--- config.mk ---
export PLATFORM = sky130hd
export DESIGN_NAME = instr_encoder_flat
export DESIGN_NICKNAME = d
export VERILOG_FILES = /design/src/rtl/instr_encoder_if.sv /design/src/rtl/instr_encoder.sv /design/src/flat_wrapper.sv
export SDC_FILE = /design/constraint.sdc
export NUM_CORES = 1
export LEC_CHECK = 0
export CORE_ASPECT_RATIO = 1.1
export CORE_MARGIN = 8
export CORE_UTILIZATION = 25
export CTS_CLUSTER_DIAMETER = 60
export DETAILED_ROUTE_END_ITERATION = 6
export SETUP_SLACK_MARGIN = 0.2
export SLEW_MARGIN = 5
export SYNTH_ARGS = -nofsm -noshare
export SYNTH_HDL_FRONTEND = slang
export SYNTH_SLANG_ARGS = --single-unit
export TNS_END_PERCENT = 50
--- constraint.sdc ---
create_clock -name clk -period 3 [get_ports clk]
set_clock_uncertainty 0.05 [all_clocks]
set_input_delay 0.6 -clock clk [delete_from_list [all_inputs] [get_ports clk]]
set_output_delay 0.6 -clock clk [all_outputs]
set_load 0.05 [all_outputs]
--- src/rtl/instr_encoder_if.sv ---
// Request/response bundle between an instruction source and the encoder.
// The slave side is the encoder; the master side issues requests and drains words.
// Flow control is valid/ready on both the request and the output channel.
interface instr_encoder_if;
  logic        in_valid;
  logic        in_ready;
  logic [2:0]  in_class;
  logic [2:0]  funct3;
  logic        funct7b5;
  logic [4:0]  rd;
  logic [4:0]  rs1;
  logic [4:0]  rs2;
  logic [31:0] imm;
  logic        out_valid;
  logic        out_ready;
  logic [31:0] out_instr;
  logic [31:0] out_addr;
  logic        err;
  logic [15:0] words_out;

  modport master (
    output in_valid, in_class, funct3, funct7b5, rd, rs1, rs2, imm, out_ready,
    input  in_ready, out_valid, out_instr, out_addr, err, words_out
  );

  modport slave (
    input  in_valid, in_class, funct3, funct7b5, rd, rs1, rs2, imm, out_ready,
    output in_ready, out_valid, out_instr, out_addr, err, words_out
  );
endinterface

--- src/rtl/instr_encoder.sv ---
// Encodes field-level requests into RV32I words with sequential byte addresses.
// Latency: 1 cycle from accept to out_valid; one word of buffering.
// Backpressure: in_ready follows out_ready while a word is held; clear blocks both channels.
module instr_encoder #(
  parameter logic [31:0] BASE_ADDR = 32'h0000_0000,
  parameter int unsigned DEPTH     = 64
) (
  input  logic           clk,
  input  logic           rst_n,
  input  logic           clear,
  instr_encoder_if.slave bus
);

  localparam logic EMPTY = 1'b0;
  localparam logic FULL  = 1'b1;

  // Address of the last slot before the address counter returns to the base.
  localparam logic [31:0] LAST_ADDR = BASE_ADDR + 32'(4 * (DEPTH - 1));

  localparam logic [2:0] C_LOAD   = 3'd0;
  localparam logic [2:0] C_STORE  = 3'd1;
  localparam logic [2:0] C_RTYPE  = 3'd2;
  localparam logic [2:0] C_BRANCH = 3'd3;
  localparam logic [2:0] C_ITYPE  = 3'd4;
  localparam logic [2:0] C_JAL    = 3'd5;

  logic        state;
  logic [31:0] instr_r;
  logic [31:0] addr_r;
  logic [15:0] words_r;
  logic        err_r;

  logic        accept;
  logic        xfer;
  logic        legal;
  logic [31:0] enc;
  logic [6:0]  funct7;

  // rst_n gates in_ready so nothing is advertised while reset is held.
  assign bus.in_ready  = rst_n && !clear && ((state == EMPTY) || bus.out_ready);
  assign bus.out_valid = (state == FULL);
  assign bus.out_instr = instr_r;
  assign bus.out_addr  = addr_r;
  assign bus.words_out = words_r;
  assign bus.err       = err_r;

  assign accept = bus.in_valid && bus.in_ready;
  assign xfer   = bus.out_valid && bus.out_ready && !clear;
  assign funct7 = {1'b0, bus.funct7b5, 5'b00000};

  // Format selection and legality; odd offsets are unreachable for branch/jump targets.
  always_comb begin
    enc   = 32'h0;
    legal = 1'b1;
    case (bus.in_class)
      C_LOAD:   enc = {bus.imm[11:0], bus.rs1, bus.funct3, bus.rd, 7'b0000011};
      C_STORE:  enc = {bus.imm[11:5], bus.rs2, bus.rs1, bus.funct3, bus.imm[4:0], 7'b0100011};
      C_RTYPE:  enc = {funct7, bus.rs2, bus.rs1, bus.funct3, bus.rd, 7'b0110011};
      C_BRANCH: begin
        enc   = {bus.imm[12], bus.imm[10:5], bus.rs2, bus.rs1, bus.funct3,
                 bus.imm[4:1], bus.imm[11], 7'b1100011};
        legal = !bus.imm[0];
      end
      C_ITYPE: begin
        if (bus.funct3 == 3'b101)
          enc = {funct7, bus.imm[4:0], bus.rs1, bus.funct3, bus.rd, 7'b0010011};
        else
          enc = {bus.imm[11:0], bus.rs1, bus.funct3, bus.rd, 7'b0010011};
      end
      C_JAL: begin
        enc   = {bus.imm[20], bus.imm[10:1], bus.imm[11], bus.imm[19:12], bus.rd, 7'b1101111};
        legal = !bus.imm[0];
      end
      default:  legal = 1'b0;
    endcase
  end

  // Holding register: a legal accept loads (even while draining), a bare drain empties.
  always_ff @(posedge clk or negedge rst_n) begin
    if (!rst_n) begin
      state   <= EMPTY;
      instr_r <= 32'h0;
    end else if (clear) begin
      state   <= EMPTY;
      instr_r <= 32'h0;
    end else if (accept && legal) begin
      state   <= FULL;
      instr_r <= enc;
    end else if (xfer) begin
      state   <= EMPTY;
    end
  end

  // Address advances per completed transfer and wraps after DEPTH words.
  always_ff @(posedge clk or negedge rst_n) begin
    if (!rst_n)
      addr_r <= BASE_ADDR;
    else if (clear)
      addr_r <= BASE_ADDR;
    else if (xfer)
      addr_r <= (addr_r == LAST_ADDR) ? BASE_ADDR : addr_r + 32'd4;
  end

  // Transfer counter survives clear; only reset zeroes it.
  always_ff @(posedge clk or negedge rst_n) begin
    if (!rst_n)
      words_r <= 16'h0;
    else if (xfer)
      words_r <= words_r + 16'd1;
  end

  // Single-cycle error pulse for an accepted but unencodable request.
  always_ff @(posedge clk or negedge rst_n) begin
    if (!rst_n)
      err_r <= 1'b0;
    else
      err_r <= accept && !legal;
  end

endmodule

--- src/flat_wrapper.sv ---
// flat-port wrapper written by rule: the top's interface ports become plain ports
module instr_encoder_flat 
#(
  parameter logic [31:0] BASE_ADDR = 32'h0000_0000,
  parameter int unsigned DEPTH     = 64
)
  (clk, rst_n, clear, bus_in_valid, bus_in_class, bus_funct3, bus_funct7b5, bus_rd, bus_rs1, bus_rs2, bus_imm, bus_out_ready, bus_in_ready, bus_out_valid, bus_out_instr, bus_out_addr, bus_err, bus_words_out);
  instr_encoder_if bus_i ();
  input  logic clk;
  input  logic rst_n;
  input  logic clear;
  input wire logic [$bits(bus_i.in_valid)-1:0] bus_in_valid;
  input wire logic [$bits(bus_i.in_class)-1:0] bus_in_class;
  input wire logic [$bits(bus_i.funct3)-1:0] bus_funct3;
  input wire logic [$bits(bus_i.funct7b5)-1:0] bus_funct7b5;
  input wire logic [$bits(bus_i.rd)-1:0] bus_rd;
  input wire logic [$bits(bus_i.rs1)-1:0] bus_rs1;
  input wire logic [$bits(bus_i.rs2)-1:0] bus_rs2;
  input wire logic [$bits(bus_i.imm)-1:0] bus_imm;
  input wire logic [$bits(bus_i.out_ready)-1:0] bus_out_ready;
  output wire logic [$bits(bus_i.in_ready)-1:0] bus_in_ready;
  output wire logic [$bits(bus_i.out_valid)-1:0] bus_out_valid;
  output wire logic [$bits(bus_i.out_instr)-1:0] bus_out_instr;
  output wire logic [$bits(bus_i.out_addr)-1:0] bus_out_addr;
  output wire logic [$bits(bus_i.err)-1:0] bus_err;
  output wire logic [$bits(bus_i.words_out)-1:0] bus_words_out;
  assign bus_i.in_valid = bus_in_valid;
  assign bus_i.in_class = bus_in_class;
  assign bus_i.funct3 = bus_funct3;
  assign bus_i.funct7b5 = bus_funct7b5;
  assign bus_i.rd = bus_rd;
  assign bus_i.rs1 = bus_rs1;
  assign bus_i.rs2 = bus_rs2;
  assign bus_i.imm = bus_imm;
  assign bus_i.out_ready = bus_out_ready;
  assign bus_in_ready = bus_i.in_ready;
  assign bus_out_valid = bus_i.out_valid;
  assign bus_out_instr = bus_i.out_instr;
  assign bus_out_addr = bus_i.out_addr;
  assign bus_err = bus_i.err;
  assign bus_words_out = bus_i.words_out;
  instr_encoder #(.BASE_ADDR(BASE_ADDR), .DEPTH(DEPTH)) u_core (.clk(clk), .rst_n(rst_n), .clear(clear), .bus(bus_i));
endmodule
Yosys cells after proc, flatten, opt, wreduce, memory -nomap -nowiden
Index checks and enable logic that the tools add are counted.

cells by class
  add/subtract/negate cells = 2
  eq/ne operators = 7
  multiplexer cells = 11
  bitwise logic cells = 1
  reduce and logical (&&, ||, !) cells = 17

operators with widths
  operator               number
  $mux 32                6
  $pmux 32 s6            1
  $add 32x3->32 const B  1
  $eq 32x8->1 const B    1
  $add 16x1->16 const B  1
  $eq 3x3->1 const B     3
  $logic_and 1x1->1      7
  $eq 3x2->1 const B     2
  $reduce_bool 2->1      2
  $reduce_or 4->1        1
  $eq 3x1->1 const B     1
  $logic_not 1->1        3
  $logic_not 3->1        1
  $mux 1                 3
  $reduce_bool 3->1      1
  $pmux 1 s2             1
  $reduce_or 2->1        1
  $logic_or 1x1->1       1
  $not 1->1              1

storage, ports and cells
  register bits = 82
  input bits = 59
  output and inout port bits = 83
  logic and storage cells = 43

Logic depth before layout (Yosys ltp)
  depth in word-level cells = 7
  depth in mapped cells = 8
  gate-level depth less buffers = 5

Worst setup path before layout
OpenSTA, ideal clock, no wires.

  path type = reg-to-reg
  from = register u_core.addr_r[23], in the netlist u_core.bus.out_addr[23]
  to = register u_core.addr_r[8], in the netlist u_core.bus.out_addr[8]
  setup time = 0.124 ns
  arrival time = 2.087 ns
  required time = 2.826 ns
  setup slack = 0.739 ns
  stages on the path, launching flop included = 8
  cell sequence = dfrtp_1 buf_2 nor4_2 nand2_1 nor4_4 buf_4 nor3_1 a211o_1

on the way
  longest elaborated chain between the ends = 4

RTL lines
  what                    line                  RTL
  start, declared         instr_encoder.sv:29   logic [31:0] addr_r;
  start signal, assigned  instr_encoder.sv:101  addr_r <= (addr_r == LAST_ADDR) ? BASE_ADDR : addr_r + 32'd4;
  $eq 32x8->1             instr_encoder.sv:101
  $mux 32                 instr_encoder.sv:101
  $mux 32                 instr_encoder.sv:100  else if (xfer)
  $mux 32                 instr_encoder.sv:98   else if (clear)

Every way passes these cells. The select of a mux whose other input is x is not followed.
A chain may end at the register's enable or synchronous reset.

Worst setup path after layout
  from = input port clear
  to = output port bus_in_ready

on the way
  longest elaborated chain between the ends = 3

RTL lines
  what                             line                 RTL
  start, declared                  flat_wrapper.sv:11   input logic clear;
  $logic_not 1->1                  instr_encoder.sv:40  assign bus.in_ready = rst_n && !clear && ((state == EMPTY) || bus.out_ready);
  $logic_and 1x1->1 (2 in series)  instr_encoder.sv:40
  end, declared                    flat_wrapper.sv:21   output wire logic [$bits(bus_i.in_ready)-1:0] bus_in_ready;

Every way passes these cells.

==> results.py <==
metrics = {
    "synthesis": {
        "netlist_instances": 466,
        "synth_seq_area_share_pct": 44.71,
        "synth_cell_type_count": 55,
        "synth_area_um2": 4365,
        "synth-edff-count": 0,
        "syn_avg_cell_area_um2": 9.368,
        "synth_top_cells_by_area": "dfrtp_1 (45%), nand3b_1 (4.1%), o21ai_0 (3.0%)",
        "async_flop_share_pct": 100.0,
        "ys_warn_count": 0,
        "yosys.area.top_type": "dfrtp_1",
        "ys_ff_latch": 78,
        "synthFlopType": "dfrtp_1",
        "yosysTopAreaCellShare_pct": 44.71,
    },
    "route": {
        "viasPerCell": 5.044,
        "drc": 0,
        "drt_first_iter_violations": 286,
        "vias": 4156,
        "firstDrtPassIters": 4,
        "antenna_left": 0,
        "routedWlPerCell_um": 16.78,
        "routed_wl_um": 13830,
    },
    "cells_and_area": {
        "area_growth_syn_to_layout_pct": 41.73,
        "final_nets": 648,
        "diodes": 0,
        "drive_gt1_share_pct": 6.780,
        "final_cell_mix": "clkdlybuf4s50_1 (126), dfrtp_1 (78), nand2_1 (32), nor2_1 (32), o21ai_0 (26)",
        "fin_util_pct": 36.23,
        "stdcell_area_um2": 6187,
        "layout_commonest_cell": "clkdlybuf4s50_1",
    },
    "critical_path": {
        "path_class": "in -> out",
        "cp_data_required_time_ps": 2350,
        "critPathMaxFanout": 10,
        "timing.critical_path.from": "clear",
        "endpoint_kind": "output pin",
        "r2r-start": "u_core.bus.out_addr[23]",
        "crit_path_end": "bus_in_ready",
        "path_depth": 5,
        "r2r_slack_ps": 840,
        "worstRegToRegCells": 6,
        "worstPathCellList": "clkdlybuf4s50_1 > buf_4 > nor2b_1 > and2_1 > buf_12",
        "cp_slowest_cell": "clkdlybuf4s50_1",
        "cpPeakStageDelay_ps": 470,
        "critPathTopFamily": "buffers and inverters",
        "start_kind": "primary input",
        "r2r-end": "u_core.bus.out_addr[13]",
        "path_buf_inv": 3,
        "arrival_ps": 1920,
    },
    "sta": {
        "fin_crit_sh_pct": 85.74,
        "slew_headroom_pct": 60.47,
        "hold_viol_final": 0,
        "tns_ps": 0,
        "period_needed_ps": 2572,
        "worst_pin_slew_ps": 592.9,
        "rsz0062_at_grt": "false",
        "final_max_slew_viol_count": 0,
        "hold_ws_ps": 263.0,
        "final-setup-viol-count": 0,
        "clock.fmax_mhz": 388.8,
    },
    "floorplanning": {
        "die-area_um2": 21950,
        "ios": 142,
        "rows": 50,
        "start_util_pct": 25.56,
        "core_area_um2": 17080,
        "dieWidth_um": 142.0,
        "chipHeight_um": 154.6,
    },
    "cts": {
        "clock_latency_ps": 340,
        "post-cts-setup-buffers": 0,
        "cts-root-buf": "clkbuf_16",
        "cts_inserted_buffers": 9,
        "postCtsHoldBufs": 0,
        "cts.repair.resized": 0,
        "clock_path_buffers": 2,
        "cts.sinks": 78,
        "h-tree-depth": 3,
        "clk_pin_slew_worst_paths_ps": 60,
        "cts_tree": "built",
    },
    "global_routing": {
        "first_global_vias": 4180,
        "grt_max_degree": 47,
        "antenna_found_initial": 0,
        "grt-ovfl-total": 0,
        "grt_first_pass_wirelength_um": 22650,
        "grtUsageTotal_pct": 12.81,
    },
    "hold_path": {
        "hold_class": "in -> async",
    },
    "placed_design": {
        "dp_hpwl_um": 10300,
        "port_buffers": 128,
        "dpl-instance-area_um2": 5921,
        "globalplace.congestion": 0.8138,
    },
    "pwr": {
        "p_leak_nw": 2.522,
        "peakVddDrop_uv": 252.9,
        "p_clk_share_pct": 39.8,
        "pwr_density_cell_nw_per_um2": 404.9,
        "swShare_pct": 27.57,
        "total_power_mw": 2.505,
        "seq_power_share_pct": 44.1,
        "power.net_switching_mw": 0.6906,
        "combPwrFrac_pct": 16.1,
        "p_int_mw": 1.814,
    },
    "status": {
        "status": "finished clean",
    },
    "job": {
        "maxCapViolations": 0,
    },
}
registers in the layout, indices dropped and copies added (netlist names):
register / flops
u_core.bus.err: 1
u_core.bus.out_instr: 30
u_core.bus.out_valid: 1
u_core.bus.words_out: 16
u_core.bus.out_addr: 30
per-stage QoR:
step,setup slack [ps],std cells
floorplan,739.2,467
global placement,393.2,809
detailed placement,387.2,809
CTS,401.7,824
global route,326.4,824
finish,427.9,824
layout make-up:
type	count	area [µm²]
fill	1729	10890
multi-input combinational	344	2217
sequential	78	1952
timing repair buffer	145	1429
tap	234	292.8
clock buffer	11	242.7
inverter	8	30.03
clock inverter	4	23.77
synthesized netlist by cell type (7+ instances only):
cell,count
o21ai_0,26
nor3_1,15
dfrtp_1,78
a22oi_1,14
and3_1,14
nor3b_1,8
nand3b_1,24
and2_1,7
o31ai_1,7
nor4_1,12
clkbuf_1,22
nand2_1,32
o311ai_0,8
nand4_1,10
nand3_1,13
nor2_1,32
a22o_1,8
inv_1,8
o21a_1,8
a21oi_1,22
xnor2_1,9
cells by family after synthesis:
kind of cell,share of synthesized area (%)
compound gates,20.06
xor+xnor,3.010
fa+ha+maj,0.8599
buf+inv,4.987
flops,44.71
mux,0.9172
other cells,0.08590
simple gates,25.37
how the worst min path moves through the flow:
stage	start	endpoint	slack, ps
4_1_cts	rst_n	u_core.bus.out_instr[30]	290
3_5_place_dp	u_core.bus.words_out[15]	u_core.bus.words_out[15]	410
5_1_grt	rst_n	u_core.bus.out_instr[30]	310
3_3_place_gp	u_core.bus.words_out[15]	u_core.bus.words_out[15]	410
2_1_floorplan	rst_n	u_core.bus.err	250
6_report	rst_n	u_core.bus.out_instr[30]	260
layer usage:
layer / up-vias / track usage, % / share of wire, %
met5: - / 0 / 0
met4: 0 / 5.428 / 1.9
met3: 18 / 4.156 / 7.9
met2: 135 / 21.34 / 49
met1: 2023 / 14.77 / 41
li1: 1980 / - / -
power groups by stage:
stage / Combinational [mW] / Sequential [mW] / Clock [mW]
final: 0.404 / 1.10 / 0.997
after global routing: 0.436 / 1.11 / 1.08
after CTS: 0.411 / 1.10 / 1.03
after detailed placement: 0.409 / 1.12 / 0
after global placement: 0.404 / 1.12 / 0
after floorplan: 0.120 / 1.21 / 0
Note: power is estimated with default switching activity, not from simulation.
